$ cat config.mk
export PLATFORM = sky130hd
export DESIGN_NAME = spmv_resp_drain
export DESIGN_NICKNAME = d
export VERILOG_FILES = /design/src/rtl/spmv_resp_drain.sv
export SDC_FILE = /design/constraint.sdc
export NUM_CORES = 1
export LEC_CHECK = 0
export CORE_UTILIZATION = 45
export DETAILED_ROUTE_END_ITERATION = 12
export MAX_ROUTING_LAYER = met4
export PLACE_DENSITY_LB_ADDON = 0.08
export SLEW_MARGIN = 20
export SYNTH_ARGS = -nofsm -noshare
export SYNTH_HDL_FRONTEND = slang
export SYNTH_SLANG_ARGS = --single-unit
$ cat constraint.sdc
create_clock -name clk_i -period 3.1 [get_ports clk_i]
set_clock_uncertainty 0.05 [all_clocks]
set_input_delay 0.465 -clock clk_i [delete_from_list [all_inputs] [get_ports clk_i]]
set_output_delay 0.465 -clock clk_i [all_outputs]
set_load 0.1 [all_outputs]
$ cat src/rtl/spmv_resp_drain.sv
// Result-drain stage: reads computed rows from the SpMV output buffer, packs two
// rows per 64-bit response word and returns them over a valid/ready channel.
module spmv_resp_drain #(
   parameter int DATA_W = 32,
   parameter int DIM_W  = 10
) (
   input  logic              clk_i,
   input  logic              rst_i,
   input  logic              start_i,
   input  logic              abort_i,
   input  logic [DIM_W-1:0]  num_rows_i,
   output logic              buf_rd_en_o,
   output logic [DIM_W-1:0]  buf_rd_addr_o,
   input  logic [DATA_W-1:0] buf_rd_data_i,
   output logic              resp_val_o,
   input  logic              resp_rdy_i,
   output logic [63:0]       resp_data_o,
   output logic              output_empty_o,
   output logic              busy_o
);

   typedef enum logic [2:0] {
      IDLE,
      RD_LO,
      RD_HI,
      CAP,
      SEND
   } state_e;

   localparam logic [DIM_W:0] IDX_ONE = (DIM_W+1)'(1);
   localparam logic [DIM_W:0] IDX_TWO = (DIM_W+1)'(2);

   state_e              state_q, state_d;
   logic [DIM_W-1:0]    rows_q, rows_d;
   logic [DIM_W:0]      idx_q, idx_d;
   logic [DATA_W-1:0]   lo_q, lo_d;
   logic [DATA_W-1:0]   hi_q, hi_d;
   logic                pad_q, pad_d;

   // The index is one bit wider than a row address so idx+2 past the last row cannot wrap.
   logic [DIM_W:0]      rows_ext;
   logic [DIM_W:0]      idx_inc1;
   logic [DIM_W:0]      idx_inc2;
   logic                have_hi;
   logic [31:0]         lo_ext;
   logic [31:0]         hi_ext;

   assign rows_ext = {1'b0, rows_q};
   assign idx_inc1 = idx_q + IDX_ONE;
   assign idx_inc2 = idx_q + IDX_TWO;
   assign have_hi  = (idx_inc1 < rows_ext);

   always_ff @(posedge clk_i) begin
      if (rst_i) begin
         state_q <= IDLE;
         rows_q  <= '0;
         idx_q   <= '0;
         lo_q    <= '0;
         hi_q    <= '0;
         pad_q   <= 1'b0;
      end else begin
         state_q <= state_d;
         rows_q  <= rows_d;
         idx_q   <= idx_d;
         lo_q    <= lo_d;
         hi_q    <= hi_d;
         pad_q   <= pad_d;
      end
   end

   always_comb begin
      state_d = state_q;
      rows_d  = rows_q;
      idx_d   = idx_q;
      lo_d    = lo_q;
      hi_d    = hi_q;
      pad_d   = pad_q;
      case (state_q)
         IDLE: begin
            if (start_i && (num_rows_i != '0)) begin
               rows_d  = num_rows_i;
               idx_d   = '0;
               state_d = RD_LO;
            end
         end
         RD_LO: begin
            state_d = RD_HI;
         end
         RD_HI: begin
            lo_d    = buf_rd_data_i;
            pad_d   = !have_hi;
            state_d = CAP;
         end
         CAP: begin
            hi_d    = pad_q ? '0 : buf_rd_data_i;
            state_d = SEND;
         end
         SEND: begin
            if (resp_rdy_i) begin
               idx_d   = idx_inc2;
               state_d = (idx_inc2 >= rows_ext) ? IDLE : RD_LO;
            end
         end
         default: begin
            state_d = IDLE;
         end
      endcase
      // Abort wins over start and over a same-cycle handshake: that word counts as undelivered.
      if (abort_i) begin
         state_d = IDLE;
         rows_d  = '0;
         idx_d   = '0;
         lo_d    = '0;
         hi_d    = '0;
         pad_d   = 1'b0;
      end
   end

   always_comb begin
      lo_ext             = '0;
      hi_ext             = '0;
      lo_ext[DATA_W-1:0] = lo_q;
      hi_ext[DATA_W-1:0] = hi_q;
   end

   always_comb begin
      buf_rd_en_o   = 1'b0;
      buf_rd_addr_o = '0;
      resp_val_o    = 1'b0;
      resp_data_o   = '0;
      case (state_q)
         RD_LO: begin
            buf_rd_en_o   = 1'b1;
            buf_rd_addr_o = idx_q[DIM_W-1:0];
         end
         RD_HI: begin
            if (have_hi) begin
               buf_rd_en_o   = 1'b1;
               buf_rd_addr_o = idx_inc1[DIM_W-1:0];
            end
         end
         SEND: begin
            resp_val_o  = 1'b1;
            resp_data_o = {hi_ext, lo_ext};
         end
         default: begin
            buf_rd_en_o = 1'b0;
         end
      endcase
   end

   assign output_empty_o = (state_q == IDLE);
   assign busy_o         = (state_q != IDLE);

endmodule

### Word level (Yosys, flattened, before mapping)

Cells that the tools add are included.

| word-level totals | value |
|---|---|
| register bits | 89 |
| latch bits | 0 |
| bits in writable memories | 0 |
| memory bits (read-only) | 0 |
| output and inout bits | 78 |
| memories kept | 0 |

| operators by class | value |
|---|---|
| $add $sub $neg | 2 |
| multipliers | 0 |
| div/mod/pow operators | 0 |
| magnitude comparators | 2 |
| equality and inequality tests | 6 |
| shifts and indexed selects | 0 |
| mux-type cells | 14 |
| bitwise gates (word level) | 0 |
| reductions and logical operators | 10 |

Operators with widths:

| cell | number |
|---|---|
| 2-to-1 mux 64 bit | 1 |
| 2-to-1 mux 32 bit | 1 |
| 2-to-1 mux 11 bit | 2 |
| one-hot mux 11 bit (2 select lines) | 1 |
| one-hot mux 10 bit (2 select lines) | 1 |
| one-hot mux 3 bit (5 select lines) | 1 |
| adder 11 x 1 -> 11 bit (second input constant) | 1 |
| adder 11 x 2 -> 11 bit (second input constant) | 1 |
| greater-or-equal comparator 11 x 10 -> 1 bit | 1 |
| < comparator 11 x 10 -> 1 bit | 1 |
| 2-to-1 mux 10 bit | 1 |
| nonzero test 10 bit | 1 |
| == test 3 x 2 -> 1 bit (second input constant) | 2 |
| 2-to-1 mux 3 bit | 2 |
| AND reduction 2 bit | 2 |
| == test 3 x 1 -> 1 bit (second input constant) | 1 |
| == test 3 bit (second input constant) | 1 |
| logical NOT 3 bit | 1 |
| 2-to-1 mux 1 bit | 3 |
| AND reduction 3 bit | 1 |
| nonzero test 3 bit | 1 |
| inequality test 2 x 1 -> 1 bit (second input constant) | 1 |
| inequality test 2 bit (second input constant) | 1 |
| one-hot mux 1 bit (2 select lines) | 1 |
| 4 further kinds | 4 |

### Depth between registers and ports, before layout

Gate-level depths: netlist of run 1.

| logic depth | value |
|---|---|
| depth in word-level cells | 5 |
| mapped depth | 9 |

### Worst setup path after synthesis of run 1

No wires, ideal clock.

| timing path | value |
|---|---|
| path type | register -> output |
| from | register idx_q[9] |
| to | output port buf_rd_addr_o[1] |
| arrival time | 2,934 ps |
| required time | 2,585 ps |
| setup slack | -349 ps |
| stages on the path, launching flop included | 8 |
| buffers on the path | 1 |
| path through | dfxtp_1 -> clkbuf_1 -> ha_1 -> or4b_1 -> mux2_2 -> nor2_4 -> a31oi_4 -> nor2_1 |

| on the way | value |
|---|---|
| word-level cells in the longest chain between the ends | 4 |

Ends and longest elaborated chain:

| item | RTL line | text |
|---|---|---|
| start, declared | 35 | `logic [DIM_W:0] idx_q, idx_d;` |
| start signal, assigned | 64 | `idx_q <= idx_d;` |
| adder 11 x 1 -> 11 bit | 49 | `assign idx_inc1 = idx_q + IDX_ONE;` |
| < comparator 11 x 10 -> 1 bit | 51 | `assign have_hi = (idx_inc1 < rows_ext);` |
| 2-to-1 mux 10 bit | 137 | `if (have_hi) begin` |
| one-hot mux 10 bit (2 select lines) | 131 | `case (state_q)` |
| end, declared | 13 | `output logic [DIM_W-1:0] buf_rd_addr_o,` |

Every way passes these cells.

### Worst setup path after layout of run 1

| timing path | value |
|---|---|
| from | register rows_q[9] |
| to | output port buf_rd_addr_o[6] |

| on the way | value |
|---|---|
| word-level cells in the longest chain between the ends | 3 |

Ends and longest elaborated chain:

| item | RTL line | text |
|---|---|---|
| start, declared | 34 | `logic [DIM_W-1:0] rows_q, rows_d;` |
| start signal, assigned | 63 | `rows_q <= rows_d;` |
| < comparator 11 x 10 -> 1 bit | 51 |  |
| 2-to-1 mux 10 bit | 137 |  |
| one-hot mux 10 bit (2 select lines) | 131 |  |

Every way passes these cells.

==> metrics.txt, run 1 <==
Root Driver clkbuf_8; clock transition at the registers of the reported paths 90 ps; Post-DRT Antenna Nets 0; Initial Utilization 0.4615; gr ovfl total 0; Num CTS Buffers 9; crit end category output pin; Finished Core Util 0.6937; DR pass1 iterations 5; slowest stage cell, crit path or4b_1; Synth Net Count approximately 630; EDFF count, synth 0; drt wl/cell 14.98 microns; mapped cell area ~0.0045 sq mm; Diodes inserted 0; post-CTS setup buffers 0; worst hold path type reg -> reg; register bit count reported by yosys roughly 90; CP Launch Point rows_q[9]; Finished Layout Cells about 800; proportion of synthesized area in mux cells 0.02044; Compound-Gate Fraction of Synth Area 0.1405; Simple-Gate Fraction of Synth Area 0.3124; FP Rows 36; hold slack final 401.4 ps; xor/xnor share of the synthesized area 0.01764; initial antenna violation count 0; share of cells above drive strength 1 0.1825; DP HPWL 8.493 mm; status completed; pre-CTS setup slack between 400 and 500 ps; Max Root-Sink Buffers 2; global placer's final weighted congestion 0.8907; Final Cycle Share 0.9643; Hold Fails Final Rpt 0; Cells after Synth 560; adder-cell share of the synthesized area 0.05599; Leakage roughly 0.0024 uW; worst hold path startpoint lo_ext[31]; worst-path cell chain inv_1 > ha_1 > or4b_1 > mux2_4 > nor2_4 > a31oi_4 > nor2b_2 > buf_12; CP Class reg -> out; Die Ht 101.7 microns; # DRC 0; Synth Flop Type dfxtp_1; maximum vdd drop 214.8 uV; CP Launch Type flip-flop; CTS tree yes; post-layout min period between 2000 and 3000 ps; Routed WL 11.93 mm; Max-Cap Viols 0; Crit Reg-Reg Startpoint idx_q[2]; final worst-path setup slack about 110 ps; post-synthesis cell type count 47; Fmax 334.5 MHz; largest net degree at the start of global routing 71; Placed Instances 779; latest clock arrival within the worst-skew pair 340 ps; global-route wire length before repair 19.46 mm; port bufs 124; max incr delay on CP between 400 and 500 ps; WP data arrival about 2500 ps; # setup viols final 0; via count 4142; Area Overhead vs Synth 50.31%; register area share after synthesis 0.3942; Worst Path Max Fanout 5; CORE AREA between 0.009 and 0.01 sq mm; Die W roughly 100 microns; Relative slew margins 0.5018; Synth async-reset ratio 0; die area 0.01033 sq mm; power per cell area 312.5 mW/mm^2; Pins Over Slew Limit 0; Syn Area/Cell 7.981 sq um; Slew @ Worst Pin between 700 and 800 ps; Worst EP required 2580 ps; GR Util All Layers 0.2464; main combinational cell family by area after synthesis simple AND/OR/NAND/NOR gates; drt via density 5.204; initial drt markers around 250; Warnings, synthesis 0; vias in the first global route 3931; clk sinks 88; nets@finish 725; TNS Setup 0 ps; RSZ-0062 raised after global routing no; Top Ports ~130; H-tree lvl count 3
[layout make-up]
cell class / instances / area [sq um]
clock buffers: 12 / 145.1
clock inverters: 4 / 30.03
fillers: 765 / 2967
inverters: 16 / 60.06
multi-input cells: 410 / 2475
flip-flops and latches: 88 / 1764
well taps: 133 / 166.4
repair buffers: 133 / 2077
[repair_timing]
item / in CTS / in global routing
endpoints found under the setup margin: 0 / 7
gates resized for setup: 0 / 6
hold buffers: 0 / 0
[worst paths after layout]
kind / to / slack (ps) / cells after the start
min: lo_ext[31] / 400 / 2
max reg2reg: state_q[0] / 470 / 9
min reg2reg: lo_ext[31] / 400 / 2
max: buf_rd_addr_o[6] / 110 / 8
[layout by cell type (no fill, tap or decap), types with 4 or more instances in the layout]
cell | synthesis | routed
ha_1 | 20 | 20
nor2_1 | 54 | 52
a21oi_1 | 74 | 74
inv_1 | 16 | 16
and2_1 | 69 | 69
nor3_1 | 5 | 5
xor2_1 | 4 | 4
nor3b_1 | 32 | 32
clkbuf_8 | 0 | 10
buf_12 | 0 | 77
buf_4 | 2 | 10
xnor2_1 | 5 | 5
dfxtp_1 | 88 | 86
nor2b_2 | 7 | 7
o21ai_0 | 5 | 5
mux2i_1 | 8 | 8
nand4_1 | 4 | 4
clkdlybuf4s50_1 | 0 | 46
nand3_1 | 5 | 5
nand2_1 | 74 | 74
[per-layer routing]
metal | part of all wire | track usage
met2 | 0.45 | 0.3732
met5 | 0 | -
met3 | 0.079 | 0.06142
met1 | 0.45 | 0.3237
met4 | 0.014 | 0.07135
[power by group]
group	internal (uW)	switching, uW
clock network	316	403
logic	106	129
registers	1140	6.34
total	1560	539
[worst max-delay path, delay by kind of cell (launching register included)]
kind	cells	cell delay, ps
buf+inv	2	240
compound gates	1	100
mux	1	300
flops	1	330
fa+ha+maj	1	270
simple gates	3	880
[through the flow]
stage / instance area [sq um] / total power (uW)
finish: 6718 / 2099
global route: 6718 / 2189
CTS: 6685 / 2114
detailed placement: 6510 / 1399
global placement: 6510 / 1396
floorplan: 4471 / 1296
[sequential cells by signal (all words and copies together) (netlist names)]
register,count
hi_ext,32
lo_ext,32
idx_q,10
rows_q,10
state_q,3
pad_q,1
[synth_stat cells, types with 2 or more instances]
master     count  area share
nand3b_1       3      0.0050
buf_2          9       0.010
nand4_1        4      0.0056
clkbuf_1      33       0.028
o211ai_1       3      0.0050
xnor2_1        5      0.0098
nor2_1        54       0.045
nand2b_1       3      0.0042
nand2_1       74       0.062
inv_1         16       0.013
nor2b_2        7       0.014
or3_1          2      0.0028
a31oi_1        3      0.0042
and2_1        69       0.097
nor3_1         5      0.0056
nor3b_1       32       0.054
o41ai_1        2      0.0039
buf_1          2      0.0017
o21a_1         2      0.0034
nand3_1        5      0.0056
xor2_1         4      0.0078
a2111oi_0      2      0.0039
dfxtp_1       88        0.39
ha_1          20       0.056
mux2i_1        8       0.018
a21o_1         2      0.0034
o21ai_0        5      0.0056
a32oi_1        2      0.0039
buf_4          2      0.0034
nor4_1         3      0.0042
o2111ai_1      2      0.0039
a21oi_1       74       0.083
[cells by family after synthesis]
| group | after synthesis |
|---|---|
| AND/OR/NAND/NOR | 265 |
| AO/OA/AOI/OAI | 106 |
| flip-flops | 88 |
| buffers and inverters | 63 |
| adder cells (fa/ha/maj) | 20 |
| XOR/XNOR | 9 |
| multiplexers | 9 |
Note: power is estimated with default switching activity, not from simulation.
==> inputs of run 2 (changes only) <==
--- a/config.mk
+++ b/config.mk
@@ -5,6 +5,8 @@
 export SDC_FILE = /design/constraint.sdc
 export NUM_CORES = 1
 export LEC_CHECK = 0
+export CORE_ASPECT_RATIO = 0.6
+export CORE_MARGIN = 1.5
 export CORE_UTILIZATION = 45
 export DETAILED_ROUTE_END_ITERATION = 12
 export MAX_ROUTING_LAYER = met4
==> run 2 against run 1 <==
Worst hold slack got worse by 1.9 ps. Combinational power rose by 2%. Cell count fell by 0.25%. Critical path depth fell by 1. Wire length rose by 10%. Sequential power barely moved. Core utilization rose by 4.0 points. Register-to-register slack got worse by 130 ps. First-iteration DRC count rose by 53%. Highest routed layer unchanged.
==> metrics.txt, run 2 (synthesized netlist as in run 1, its figures left out) <==
vias in the first global route 4223 (+7.4%); delay-heaviest family, CP simple AND/OR/NAND/NOR gates; Top Ports 125 (unchanged); H-tree lvl count 3 (unchanged); GR Util All Layers 0.2614 (+0.01493); Endpoint, Worst Hold lo_ext[8]; DP HPWL 9.506 mm (+12%); Die W 131.7 microns (+30%); # DRC 0 (unchanged); WP buf/inv 1 (-1); Min-Delay Path Depth 2 (unchanged); nets@finish 726 (+0.14%); commonest non-fill, non-tap cell in the layout dfxtp_1; WP data arrival 2490 ps (+20 ps); Num CTS Buffers 9 (unchanged); grt peak-use layer met2; hold slack final 399.5 ps (-1.876 ps); worst hold path startpoint lo_ext[8]; post-layout min period 3005 ps (+15.41 ps); initial antenna violation count 0 (unchanged); share of cells above drive strength 1 0.1883 (+0.005749); CP Launch Type flip-flop; Finished Layout Cells 794 (-0.25%); met2 GRT Util 0.3774 (+0.004188); slowest stage cell, crit path or4b_1; drt wl/cell 16.54 microns (+10%); CP Class reg -> out; FF-to-FF path depth 8 (-1); FP Rows 27 (-25%); worst-path cell chain ha_4 > or4b_1 > mux2_2 > nor2_4 > a31oi_4 > nor2b_4 > buf_12; most frequent cells in the layout dfxtp_1, buf_12, nand2_1, a21oi_1, and2_1; Pins Over Slew Limit 0 (unchanged); Root Driver clkbuf_16; clock transition at the registers of the reported paths 60 ps (-30 ps); Initial Utilization 0.4759 (+0.01439); Area Overhead vs Synth 54.26%; Worst EP required 2580 ps (about the same); Crit Reg-Reg Startpoint idx_q[4]; Leakage 0.002516 uW (+2.9%); port bufs 124 (unchanged); Slew @ Worst Pin 945.1 ps (+216.7 ps); clk sinks 88 (unchanged); die area 0.01056 sq mm (+2.2%); power per cell area 368.2 mW/mm^2 (+18%); Reg-to-Reg End state_q[0]; gr ovfl total 0 (unchanged); RSZ-0062 raised after global routing no; via count 4327 (+4.5%); Post-DRT Antenna Nets 0 (unchanged); Relative slew margins 0.3691 (-0.1328); Final Cycle Share 0.9693 (+0.004972); CORE AREA 0.009392 sq mm (-3.0%); max incr delay on CP 520 ps (+40 ps); drt via density 5.450 (+4.7%); Worst Path Max Fanout 5 (unchanged); status completed; Filler cells 711 (-7.1%); # setup viols final 0 (unchanged); maximum vdd drop 243.4 uV (+13%); Die Ht 80.20 microns (-21%); met3 usage 0.07828 (+0.01686); CTS tree yes; M1 GR Usage 0.3535 (+0.02979); Diodes inserted 0 (unchanged); crit end category output pin; TNS Setup 0 ps (unchanged); Hold Fails Final Rpt 0 (unchanged); global-route wire length before repair 21.07 mm (+8.2%); DR pass1 iterations 5 (unchanged); Fmax 332.8 MHz (-0.51%); Max Root-Sink Buffers 2 (unchanged); largest net degree at the start of global routing 66 (-7.0%); latest clock arrival within the worst-skew pair 340 ps (about the same); initial drt markers 387 (+53%); Routed WL 13.13 mm (+10%); reg2reg setup slack 340 ps (-130 ps); global placer's final weighted congestion 0.9008 (+1.1%); Max-Cap Viols 0 (unchanged); Placed Instances 777 (-0.26%); worst hold path type reg -> reg
run 2: changes by cell type in the layout (fill, tap and decap cells not counted), sizes merged:
cell    previous run  this run
bufinv             0         2
clkinv             3         2
buf               87        88
clkbuf            12        11
run 2: timing repair:
item                                    in CTS  in global routing
setup buffers                                0                  0
endpoints found under the setup margin       0                  9
gates resized for setup                      0                 12
hold buffers                                 0                  0
run 2: layout make-up:
type / count / area, sq um / area share
Clock buffer: 11 / 232.7 / 0.03376
Clock inverter: 5 / 81.33 / 0.01180
Inverter: 16 / 60.06 / 0.008711
Multi-Input combinational cell: 410 / 2509 / 0.3639
Sequential cell: 88 / 1764 / 0.2559
Tap cell: 130 / 162.7 / 0.02359
Timing Repair Buffer: 134 / 2085 / 0.3024
run 2: worst max-delay path by stage:
stage / from / endpoint / slack (ps) / cells past startpoint
after floorplan: idx_q[9] / buf_rd_addr_o[1] / -350 / 7
after detailed placement: idx_q[9] / buf_rd_addr_o[8] / 370 / 7
after CTS: idx_q[9] / buf_rd_addr_o[8] / 4 / 7
final: idx_q[9] / buf_rd_addr_o[5] / 100 / 7
after global placement: idx_q[9] / buf_rd_addr_o[8] / 480 / 7
after global routing: idx_q[9] / buf_rd_addr_o[6] / 30 / 7
run 2: stage by stage:
stage | setup slack, ps | area [sq um] | util | power, uW
6_report | 95.23 | 6894 | 0.7341 | 2538
5_1_grt | 32.48 | 6894 | 0.7341 | 2621
4_1_cts | 4.340 | 6828 | 0.7270 | 2536
3_5_place_dp | 369.3 | 6514 | 0.6936 | 1401
3_3_place_gp | 481.3 | 6514 | 0.6936 | 1394
2_1_floorplan | -348.6 | 4471 | - | 1296
run 2: power breakdown:
group / switching (uW) / total [uW] / internal, uW / leakage, uW
combinational: 133 / 240 / 107 / 0.00166
sequential: 8.44 / 1150 / 1140 / 0.000711
clock: 443 / 1150 / 707 / 0.000150
total: 584 / 2540 / 1950 / 0.00252
run 2: worst register-to-register path: cells and delay by family (launching register included):
family	cells	cell delay, ps
xor gates and xnor gates	1	310
AOI/OAI and AO/OA	3	940
and+or+nand+nor	3	580
adders and majority gates	1	310
DFF	1	500
run 2: metal layers:
layer  vias to the layer above  routed length [microns]
li1                       2064                        -
met1                      2032                     6120
met2                       215                     5552
met3                        16                     1318
met4                         0                      140
met5                         -                        0
